File: config.mk
export PLATFORM = sky130hd
export DESIGN_NAME = universal_shift_engine_flat
export DESIGN_NICKNAME = d
export VERILOG_FILES = /design/src/rtl/universal_shift_engine_if.sv /design/src/rtl/universal_shift_engine.sv /design/src/flat_wrapper.sv
export SDC_FILE = /design/constraint.sdc
export NUM_CORES = 1
export LEC_CHECK = 0
export CAP_MARGIN = 10
export CORE_AREA = 2 2 72 74
export DETAILED_ROUTE_END_ITERATION = 6
export DIE_AREA = 0 0 74 76
export GPL_TIMING_DRIVEN = 0
export MAX_ROUTING_LAYER = met4
export SLEW_MARGIN = 20
export SYNTH_ARGS = -nofsm -noshare
export SYNTH_HDL_FRONTEND = slang
export SYNTH_SLANG_ARGS = --single-unit
File: constraint.sdc
create_clock -name Clock -period 2.25 [get_ports Clock]
set_input_delay 0.45 -clock Clock [delete_from_list [all_inputs] [get_ports Clock]]
set_output_delay 0.45 -clock Clock [all_outputs]
set_load 0.005 [all_outputs]
File: src/rtl/universal_shift_engine_if.sv
// Command/status bundle for universal_shift_engine.
//   Start  : command strobe, sampled only while Busy=0
//   Mode   : operation select, captured with Start
//   Amount : number of single-bit steps, captured with Start
//   SerIn  : live fill bit for the serial-fill shifts
//   L      : parallel load data, captured with Start
//   Q      : register contents
//   SerOut : last bit shifted or rotated out of Q
//   Busy   : high while a command is executing
//   Done   : one-cycle completion pulse
// master drives the command side; slave is the shift engine.
interface universal_shift_engine_if #(
    parameter int WIDTH = 8,
    parameter int CNT_W = 5
);
    logic             Start;
    logic [2:0]       Mode;
    logic [CNT_W-1:0] Amount;
    logic             SerIn;
    logic [WIDTH-1:0] L;
    logic [WIDTH-1:0] Q;
    logic             SerOut;
    logic             Busy;
    logic             Done;

    modport master (
        output Start, Mode, Amount, SerIn, L,
        input  Q, SerOut, Busy, Done
    );

    modport slave (
        input  Start, Mode, Amount, SerIn, L,
        output Q, SerOut, Busy, Done
    );
endinterface

File: src/rtl/universal_shift_engine.sv
// Multi-step universal shift register with start/done handshake.
// A command shifts, rotates or loads Q by a programmable number of
// single-bit steps, one step per Clock.
//   Clock : rising-edge clock
//   Reset : synchronous active-high reset; aborts any command, no Done
//   bus   : command/status interface (slave side), see the interface file
module universal_shift_engine #(
    parameter int WIDTH = 8,
    parameter int CNT_W = 5
) (
    input  logic Clock,
    input  logic Reset,
    universal_shift_engine_if.slave bus
);

    typedef enum logic {IDLE, RUN} state_t;

    typedef enum logic [2:0] {
        M_HOLD = 3'b000,
        M_ROL  = 3'b001,
        M_ROR  = 3'b010,
        M_SHLS = 3'b011,
        M_SHRS = 3'b100,
        M_SHLR = 3'b101,
        M_ASR  = 3'b110,
        M_LOAD = 3'b111
    } mode_t;

    state_t           state, state_n;
    mode_t            mode_r, mode_n;
    logic [CNT_W-1:0] cnt, cnt_n;
    logic [WIDTH-1:0] l_r, l_n;
    logic [WIDTH-1:0] q_r, q_n;
    logic             so_r, so_n;
    logic             done_r, done_n;

    always_ff @(posedge Clock) begin
        if (Reset) begin
            state  <= IDLE;
            mode_r <= M_HOLD;
            cnt    <= '0;
            l_r    <= '0;
            q_r    <= '0;
            so_r   <= 1'b0;
            done_r <= 1'b0;
        end else begin
            state  <= state_n;
            mode_r <= mode_n;
            cnt    <= cnt_n;
            l_r    <= l_n;
            q_r    <= q_n;
            so_r   <= so_n;
            done_r <= done_n;
        end
    end

    always_comb begin
        state_n = state;
        mode_n  = mode_r;
        cnt_n   = cnt;
        l_n     = l_r;
        q_n     = q_r;
        so_n    = so_r;
        done_n  = 1'b0;

        case (state)
            IDLE: begin
                if (bus.Start) begin
                    mode_n  = mode_t'(bus.Mode);
                    l_n     = bus.L;
                    state_n = RUN;
                    // Load always completes in one step; Amount=0 runs as a
                    // single hold step so Q and SerOut stay untouched.
                    if (mode_t'(bus.Mode) == M_LOAD) begin
                        cnt_n = CNT_W'(1);
                    end else if (bus.Amount == '0) begin
                        cnt_n  = CNT_W'(1);
                        mode_n = M_HOLD;
                    end else begin
                        cnt_n = bus.Amount;
                    end
                end
            end

            RUN: begin
                case (mode_r)
                    M_HOLD: ;
                    M_ROL: begin
                        q_n  = {q_r[WIDTH-2:0], q_r[WIDTH-1]};
                        so_n = q_r[WIDTH-1];
                    end
                    M_ROR: begin
                        q_n  = {q_r[0], q_r[WIDTH-1:1]};
                        so_n = q_r[0];
                    end
                    M_SHLS: begin
                        q_n  = {q_r[WIDTH-2:0], bus.SerIn};
                        so_n = q_r[WIDTH-1];
                    end
                    M_SHRS: begin
                        q_n  = {bus.SerIn, q_r[WIDTH-1:1]};
                        so_n = q_r[0];
                    end
                    M_SHLR: begin
                        q_n  = {q_r[WIDTH-2:0], q_r[0]};
                        so_n = q_r[WIDTH-1];
                    end
                    M_ASR: begin
                        q_n  = {q_r[WIDTH-1], q_r[WIDTH-1:1]};
                        so_n = q_r[0];
                    end
                    M_LOAD: q_n = l_r;
                    default: ;
                endcase
                cnt_n = cnt - CNT_W'(1);
                if (cnt == CNT_W'(1)) begin
                    state_n = IDLE;
                    done_n  = 1'b1;
                end
            end

            default: state_n = IDLE;
        endcase
    end

    assign bus.Q      = q_r;
    assign bus.SerOut = so_r;
    assign bus.Busy   = (state == RUN);
    assign bus.Done   = done_r;

endmodule

File: src/flat_wrapper.sv
// flat-port wrapper written by rule: the top's interface ports become plain ports
module universal_shift_engine_flat 
#(
    parameter int WIDTH = 8,
    parameter int CNT_W = 5
)
  (Clock, Reset, bus_Start, bus_Mode, bus_Amount, bus_SerIn, bus_L, bus_Q, bus_SerOut, bus_Busy, bus_Done);
  universal_shift_engine_if #(.WIDTH(WIDTH), .CNT_W(CNT_W)) bus_i ();
  input  logic Clock;
  input  logic Reset;
  input wire logic [$bits(bus_i.Start)-1:0] bus_Start;
  input wire logic [$bits(bus_i.Mode)-1:0] bus_Mode;
  input wire logic [$bits(bus_i.Amount)-1:0] bus_Amount;
  input wire logic [$bits(bus_i.SerIn)-1:0] bus_SerIn;
  input wire logic [$bits(bus_i.L)-1:0] bus_L;
  output wire logic [$bits(bus_i.Q)-1:0] bus_Q;
  output wire logic [$bits(bus_i.SerOut)-1:0] bus_SerOut;
  output wire logic [$bits(bus_i.Busy)-1:0] bus_Busy;
  output wire logic [$bits(bus_i.Done)-1:0] bus_Done;
  assign bus_i.Start = bus_Start;
  assign bus_i.Mode = bus_Mode;
  assign bus_i.Amount = bus_Amount;
  assign bus_i.SerIn = bus_SerIn;
  assign bus_i.L = bus_L;
  assign bus_Q = bus_i.Q;
  assign bus_SerOut = bus_i.SerOut;
  assign bus_Busy = bus_i.Busy;
  assign bus_Done = bus_i.Done;
  universal_shift_engine #(.WIDTH(WIDTH), .CNT_W(CNT_W)) u_core (.Clock(Clock), .Reset(Reset), .bus(bus_i));
endmodule
==> impl_metrics.tcl, run 1 <==
set metrics [dict create \
    status "completed" \
    post_cts_buffers 0 \
    cp.buffers_inverters 1 \
    synth_nets 193 \
    fp-row-count 26 \
    hold_violations 0 \
    nets 227 \
    worstPathArrival_ns 1.27 \
    cts_root_buf "clkbuf_8" \
    antenna_found_initial 0 \
    crit_fanout 5 \
    yosys_warnings 0 \
    numCtsBuffers 3 \
    fmax_mhz 582 \
    r2r_slack_ns 0.90 \
    final_max_slew_viol_count 0 \
    fin_crit_sh_pct 76.4 \
    drive_gt1_share_pct 9.80 \
    cts_tree "done" \
    initial_utilization_pct 28.5 \
    post-dp-hpwl_mm 2.62 \
    synth.distinct_cells 42 \
    leakage_uw 0.000674 \
    synth-seq-cells 27 \
    tns_ns 0 \
    crit_type "reg -> out" \
    cts_sinks 27 \
    nFillCells 519 \
    clock_skew_ns 0.00495 \
    power.density_mw_per_mm2 630 \
    crit_start "u_core.bus.Q[7]" \
    grt.total_usage_pct 13.8 \
    slowest_delay_ns 0.55 \
    drv_cap 0 \
    worstMarginPinSlew_ns 0.511 \
    grt_remaining_overflow 0 \
    post_drt_wl_per_cell_um 12.7 \
    startpoint_type "register" \
    first_pass_iters 4 \
    wirelength_mm 3.48 \
    fin_util_pct 37.1 \
    grt_max_degree 16 \
    cp_slowest_cell "clkdlybuf4s50_1" \
    die_y_um 76 \
    place_congestion 0.861 \
    r2r-end "u_core.mode_r[2]" \
    viasPerCell 4.84 \
    seqPwrFrac_pct 48.2 \
    clkTransAtPathRegs_ns 0.10 \
    grt_pass1_wl_mm 6.09 \
    p_int_uw 806 \
    clockBufferDepth 2 \
    power_frac_comb_pct 27.5 \
    finalCriticalPeriod_ns 1.72 \
    port_buffers 29 \
    rsz0062_at_grt "no" \
    stdcell_area_sq_mm 0.00182 \
    synth_edf_count 0 \
    p_sw_share_pct 29.7 \
    p_clk_share_pct 24.3 \
    drt-initial-drc-count 116 \
    placed_area_sq_mm 0.00178 \
    vias 1325 \
    diodes 0 \
    dieArea_sq_mm 0.00562 \
    die_x_um 74 \
    coreArea_sq_mm 0.00491 \
    path_cells "clkdlybuf4s50_1" \
    crit_end "bus_Q[7]" \
    timing.rr.start "u_core.bus.Busy" \
    p_switching_uw 341 \
    irDropWorstVdd_v 0.000341 \
    syn_area_per_cell_sq_um 8.17 \
    end_kind "primary output" \
    syn_area_sq_mm 0.00140 \
    h-tree-depth 1 \
    syn_to_final_growth_pct 30.3 \
    cts_hold_buf 0 \
    async_flop_share_pct 0 \
    required_ns 1.80 \
    drc_errors 0 \
    finalSetupViolations 0 \
    insertion_delay_ns 0.27 \
    ant_nets 0 \
    netlist_instances 171 \
    slew-limit-headroom_pct 65.9 \
    cpLargestDelayFamily "buffers and inverters" \
    hp-class "reg -> reg" \
    yosysSeqAreaShare_pct 38.7 \
    cp_num_cells 1 \
    synthFlopType "dfxtp_1" \
    io_pins 31 \
    grt_pass1_vias 1339 \
    reg2reg_depth 6 \
    cts-resized-gates 0 \
]
[cell type report]
| type | instances | area [sq um] | share of cell area, % |
|---|---|---|---|
| clock buffers | 3 | 41.3 | 2.27 |
| repair buffers | 29 | 290 | 15.9 |
| clock inverters | 1 | 5.00 | 0.275 |
| inverters | 5 | 18.8 | 1.03 |
| plain buffers | 13 | 82.6 | 4.53 |
| well taps | 70 | 87.6 | 4.81 |
| multi-input cells | 126 | 756 | 41.5 |
| flip-flops and latches | 27 | 541 | 29.7 |
[Yosys cell counts (all sizes together), types with 2 or more instances]
cell type | n | area share [%]
a311oi | 7 | 4.4
clkbuf | 3 | 0.81
buf | 10 | 5.1
a21boi | 2 | 1.3
and2 | 2 | 0.90
a2bb2oi | 5 | 3.1
nand3 | 3 | 1.1
o31ai | 2 | 1.1
ha | 2 | 1.8
a221oi | 3 | 1.9
nand2 | 29 | 7.8
nor3 | 4 | 1.4
a21oi | 18 | 6.4
and3 | 3 | 1.3
o21ai | 3 | 1.1
inv | 5 | 1.3
nor2b | 3 | 1.3
nor2 | 21 | 6.8
mux2i | 2 | 1.4
dfxtp | 27 | 39
a211oi | 4 | 2.9
[worst min path at each step]
stage          cells after the start          start  slack [ns]       endpoint
4_1_cts                            2  u_core.l_r[3]        0.47  u_core.l_r[3]
5_1_grt                            2  u_core.l_r[6]        0.49  u_core.l_r[6]
6_report                           2  u_core.l_r[3]        0.47  u_core.l_r[3]
3_3_place_gp                       2  u_core.l_r[6]        0.45  u_core.l_r[6]
2_1_floorplan                      2  u_core.l_r[0]        0.43  u_core.l_r[0]
3_5_place_dp                       2  u_core.l_r[6]        0.46  u_core.l_r[6]
[logic make-up (layout without fill, tap and decap cells)]
kind of cell	count (synthesis)	after routing	share of synthesized area, %
simple gates	68	68	22.1
compound gates	53	53	28.1
flops	27	27	38.7
buf+inv	18	51	7.25
fa+ha+maj	2	2	1.79
mux	2	2	1.43
xor+xnor	1	1	0.627
[power by group through the flow]
stage	clock [uW]	sequential, uW	combinational, uW
2_1_floorplan	0	556	207
3_3_place_gp	0	564	313
3_5_place_dp	0	564	316
4_1_cts	290	553	317
5_1_grt	311	559	355
6_report	279	552	315
[through the flow]
step	total power (uW)	hold slack (ns)	worst slack (ns)	std cells
global placement	877	0.447	0.304	270
detailed placement	880	0.456	0.293	270
CTS	1160	0.470	0.530	274
global route	1220	0.494	0.480	274
finish	1150	0.467	0.532	274
floorplan	762	0.432	1.02	171
[state kept, by name, indices dropped and copies added, names as in the netlist]
register	count
u_core.bus.SerOut	1
u_core.bus.Done	1
u_core.mode_r	3
u_core.bus.Q	8
u_core.bus.Busy	1
u_core.cnt	5
u_core.l_r	8
[cell usage in the layout, fill, tap and decap left out, types with 4 or more instances in the layout]
cell type / Yosys / routed
inv_1: 4 / 4
nor3_1: 4 / 4
nor2_1: 20 / 20
buf_2: 6 / 6
nand2_1: 29 / 29
a311oi_1: 7 / 7
clkdlybuf4s50_1: 0 / 29
a2bb2oi_1: 5 / 5
a21oi_1: 18 / 18
dfxtp_1: 27 / 27
[layer usage]
| metal | vias up | wire length [um] | track usage (%) |
|---|---|---|---|
| met5 | - | 0 | - |
| met1 | 612 | 1650 | 17.9 |
| met4 | 0 | 15 | 2.73 |
| li1 | 677 | - | - |
| met3 | 2 | 180 | 3.17 |
| met2 | 34 | 1640 | 22.1 |
(Power assumes the default switching activity.)
==> run 2, diff against run 1 <==
clock period = 1.4 ns   (was 2.25 ns; I/O delays follow)
==> run 2 against run 1 <==
  * Setup slack worse by 0.47 ns
  * Sequential power up 60%
  * First-iteration DRC count up 1.7%
  * Flip-flop and latch count unchanged
  * Power rose by 64%
  * Sequential share of layout area decreased by 0.71 points
  * Worst hold slack got worse by 0.032 ns
  * Clock power increased by 61%
  * Final area up 6.3%
  * Global-route usage is 0.11 points higher
  * Largest power group unchanged
==> impl_metrics.tcl, run 2 (synthesized netlist as in run 1, its figures left out) <==
set metrics [dict create \
    power_frac_comb_pct 29.1 \
    p_sw_share_pct 29.7 \
    clkTransAtPathRegs_ns 0.09 \
    dieArea_sq_mm 0.00562 \
    irDropWorstVdd_v 0.000562 \
    drc_errors 0 \
    worstPathArrival_ns 1.49 \
    leakage_uw 0.000878 \
    hp-class "in -> reg" \
    path_cells "clkdlybuf4s50_1, nand3_1, and2_1, a221oi_1, nor2_1" \
    clock_skew_ns 0.00329 \
    p_clk_share_pct 23.9 \
    pre_cts_slack_ns -0.387 \
    finalSetupViolations 0 \
    ant_nets 0 \
    slowest_delay_ns 0.48 \
    place_congestion 0.861 \
    finalCriticalPeriod_ns 1.33 \
    crit_start "bus_Mode[2]" \
    grt.total_usage_pct 13.9 \
    coreArea_sq_mm 0.00491 \
    final_max_slew_viol_count 0 \
    cts_root_buf "clkbuf_8" \
    power_uw 1880 \
    seqPwrFrac_pct 46.9 \
    syn_to_final_growth_pct 38.5 \
    timing.rr.start "u_core.mode_r[1]" \
    grt_pass1_vias 1371 \
    fin_crit_sh_pct 95.3 \
    nFillCells 511 \
    die_x_um 74 \
    hold_path_startpoint "Reset" \
    die_y_um 76 \
    final_cell_mix "nand2_1, nor2_1, a21oi_1, clkdlybuf4s50_1, dfxtp_1" \
    required_ns 1.55 \
    drt-initial-drc-count 118 \
    worstMarginPinSlew_ns 0.509 \
    fmax_mhz 749 \
    post-dp-hpwl_mm 2.62 \
    wirelength_mm 3.59 \
    fp-row-count 26 \
    drv_cap 0 \
    crit_type "in -> reg" \
    final_common_cell "nand2_1" \
    cp_slowest_cell "clkdlybuf4s50_1" \
    grt_max_degree 16 \
    io_pins 31 \
    slew-limit-headroom_pct 66.1 \
    nets 236 \
    startpoint_type "input port" \
    hold_violations 0 \
    grt_remaining_overflow 0 \
    vias 1346 \
    initial_utilization_pct 28.5 \
    insertion_delay_ns 0.27 \
    p_switching_uw 557 \
    cts_tree "done" \
    post_drt_wl_per_cell_um 12.7 \
    grt_pass1_wl_mm 6.16 \
    numCtsBuffers 3 \
    antenna_found_initial 0 \
    status "completed" \
    setup_ws_ns 0.0657 \
    first_pass_iters 4 \
    viasPerCell 4.76 \
    power.density_mw_per_mm2 969 \
    cts_sinks 27 \
    port_buffers 29 \
    drive_gt1_share_pct 18.8 \
    p_int_uw 1320 \
    h-tree-depth 1 \
    end_kind "register" \
    clockBufferDepth 2 \
    crit_fanout 4 \
    diodes 0 \
]
run 2: path summary, 6_finish.rpt:
path                     end  slack [ns]  cells after the start
min reg2reg    u_core.l_r[3]        0.47                      2
max reg2reg  u_core.bus.Q[1]        0.11                      6
max            u_core.cnt[3]        0.07                      5
min          u_core.bus.Q[2]        0.44                      2
run 2: cell type report:
| cell class | instances | area (sq um) | share of cell area [%] |
|---|---|---|---|
| inverter | 5 | 18.8 | 0.970 |
| clock buffer | 3 | 41.3 | 2.13 |
| tap | 70 | 87.6 | 4.52 |
| buffer | 13 | 86.3 | 4.46 |
| sequential | 27 | 561 | 29.0 |
| timing repair buffer | 38 | 373 | 19.3 |
| clock inverter | 1 | 5.00 | 0.259 |
| multi-input combinational | 126 | 763 | 39.4 |
run 2: critical path, delay by kind of cell:
family	cells	cell delay [ns]
AND/OR/NAND/NOR	3	0.42
buffers and inverters	1	0.48
AO/OA/AOI/OAI	1	0.31
run 2: metal layers:
metal	vias to the layer above	routed length [um]	GRT usage, %
met5	-	0	-
met4	0	15	2.91
met3	2	210	3.31
met2	27	1710	22.4
met1	623	1650	17.7
li1	694	-	-
run 2: what timing repair did:
action,4_1_cts,5_1_grt
setup endpoints to repair,13,13
resized for setup,18,11
setup buffers,6,3
pin swaps,0,1
hold buffers,0,0
run 2: per-stage QoR:
step           util (%)  setup TNS, ns  hold WS, ns  cells  cell area, sq um
3_5_place_dp       36.1          -3.17        0.456    270              1780
2_1_floorplan         -              0        0.416    171              1400
3_3_place_gp       36.1          -3.07        0.447    270              1780
5_1_grt            39.4       -0.00199        0.465    283              1940
6_report           39.4              0        0.436    283              1940
4_1_cts            38.4              0        0.420    280              1880
run 2: power by group through the flow:
stage	Sequential (uW)	Clock (uW)	Combinational, uW
4_1_cts	882	466	537
3_3_place_gp	907	0	503
6_report	881	449	546
3_5_place_dp	906	0	508
5_1_grt	889	500	611
2_1_floorplan	893	0	332
==> run 3, diff against run 2 <==
==> constraint.sdc (replaced) <==
create_clock -name Clock -period 1.4 [get_ports Clock]
set_input_delay 0.21 -clock Clock [delete_from_list [all_inputs] [get_ports Clock]]
set_output_delay 0.21 -clock Clock [all_outputs]
set_load 0.005 [all_outputs]
==> run 3 against run 2 <==
  * Die area unchanged
  * Final area fell by 1.5%
  * First-iteration DRC count is 18% lower
  * Largest cell class unchanged
==> impl_metrics.tcl, run 3 (synthesized netlist as in run 1, its figures left out) <==
set metrics [dict create \
    leakage_uw 0.000772 \
    hp-class "in -> reg" \
    required_ns 1.19 \
    drc_errors 0 \
    p_int_uw 1320 \
    die_y_um 76 \
    slew-limit-headroom_pct 65.8 \
    stdcell_area_sq_mm 0.00191 \
    vias 1344 \
    end_kind "primary output" \
    cts_sinks 27 \
    final_common_cell "nand2_1" \
    final_cell_mix "nand2_1, clkdlybuf4s50_1, nor2_1, dfxtp_1, a21oi_1" \
    worstPathArrival_ns 1.15 \
    first_pass_iters 4 \
    crit_fanout 4 \
    diodes 0 \
    io_pins 31 \
    antenna_found_initial 0 \
    clock_skew_ns 0.00578 \
    worstMarginPinSlew_ns 0.512 \
    numPlacedInstances 270 \
    cp_slowest_cell "clkdlybuf4s50_1" \
    irDropWorstVdd_v 0.000572 \
    clockBufferDepth 2 \
    status "completed" \
    tns_ns 0 \
    p_switching_uw 566 \
    hold_violations 0 \
    final_max_slew_viol_count 0 \
    crit_type "reg -> out" \
    finalCriticalPeriod_ns 1.36 \
    numCtsBuffers 3 \
    insertion_delay_ns 0.28 \
    grt.total_usage_pct 13.9 \
    placed_area_sq_mm 0.00178 \
    syn_to_final_growth_pct 36.4 \
    fmax_mhz 738 \
    initial_utilization_pct 28.5 \
    grt_max_degree 16 \
    seqPwrFrac_pct 47.2 \
    nFillCells 514 \
    cts_tree "done" \
    ant_nets 0 \
    clkTransAtPathRegs_ns 0.10 \
    cp.buffers_inverters 1 \
    path_cells "clkdlybuf4s50_1" \
    finalSetupViolations 0 \
    cts_hold_buf 0 \
    grt_pass1_wl_mm 6.11 \
    slowest_delay_ns 0.50 \
    drive_gt1_share_pct 16.7 \
    viasPerCell 4.82 \
    coreArea_sq_mm 0.00491 \
    grt_remaining_overflow 0 \
    p_clk_share_pct 24.3 \
    cts_root_buf "clkbuf_8" \
    die_x_um 74 \
    fin_crit_sh_pct 96.8 \
    fin_cells 279 \
    fp-row-count 26 \
    p_sw_share_pct 30.0 \
    power.density_mw_per_mm2 987 \
    nets 232 \
    drt-initial-drc-count 97 \
    wirelength_mm 3.55 \
    grt_pass1_vias 1343 \
    post_drt_wl_per_cell_um 12.7 \
    rsz0062_at_grt "no" \
    post-dp-hpwl_mm 2.62 \
    drv_cap 0 \
    place_congestion 0.861 \
    pre_cts_slack_ns -0.317 \
    cpLargestDelayFamily "buffers and inverters" \
    setup_ws_ns 0.0449 \
    startpoint_type "register" \
    dieArea_sq_mm 0.00562 \
    power_frac_comb_pct 28.5 \
    h-tree-depth 1 \
    port_buffers 29 \
]
## run 3: changes by cell type in the layout (fill, tap and decap cells not counted)
cell	delta
a311oi_2	+1
buf_4	-4
dlygate4sd2_1	-4
buf_2	-1
clkdlybuf4s50_1	+8
clkbuf_4	+1
dfxtp_1	+2
a311oi_1	-1
dfxtp_2	-2
dlymetal6s2s_1	-4
## run 3: cell type report
class	count	area (sq um)	share of cell area (%)
clock buffers	3	41.3	2.17
flip-flops and latches	27	558	29.3
inverters	5	18.8	0.984
plain buffers	13	88.8	4.66
well taps	70	87.6	4.59
multi-input cells	126	769	40.4
clock inverters	1	5.00	0.262
repair buffers	34	338	17.7
## run 3: final timing paths
path,from,end,slack [ns],cells past startpoint
worst max-delay path,u_core.bus.Q[4],bus_Q[4],0.04,1
worst min-delay path,Reset,u_core.bus.Q[3],0.36,2
worst min register to register,u_core.l_r[4],u_core.l_r[4],0.47,2
worst max register to register,u_core.mode_r[2],u_core.bus.Q[0],0.11,6
## run 3: what timing repair did
action	CTS	global route
endpoints found under the setup margin	6	16
resized for setup	8	13
pin swaps	0	0
setup buffers	0	5
cloned	0	0
## run 3: per-layer routing
layer  global-route usage (%)  part of all wire [%]  vias to the layer above
met5                        -                     0                        -
met4                     2.73                  0.42                        0
met3                     3.17                   4.5                        2
met2                     22.1                    46                       27
met1                     17.9                    49                      623
li1                         -                     -                      692
## run 3: per-stage QoR
stage / power [uW] / hold WS, ns / util (%)
6_report: 1880 / 0.357 / 38.8
5_1_grt: 2000 / 0.387 / 38.8
4_1_cts: 1870 / 0.350 / 37.4
3_5_place_dp: 1410 / 0.456 / 36.1
3_3_place_gp: 1410 / 0.447 / 36.1
2_1_floorplan: 1230 / 0.346 / -
## run 3: power groups by stage
stage                     Sequential (uW)  Clock [uW]  Combinational [uW]
after floorplan                       893           0                 332
after global placement                907           0                 503
after detailed placement              906           0                 508
after CTS                             890         467                 512
after global routing                  896         500                 602
final                                 888         458                 537
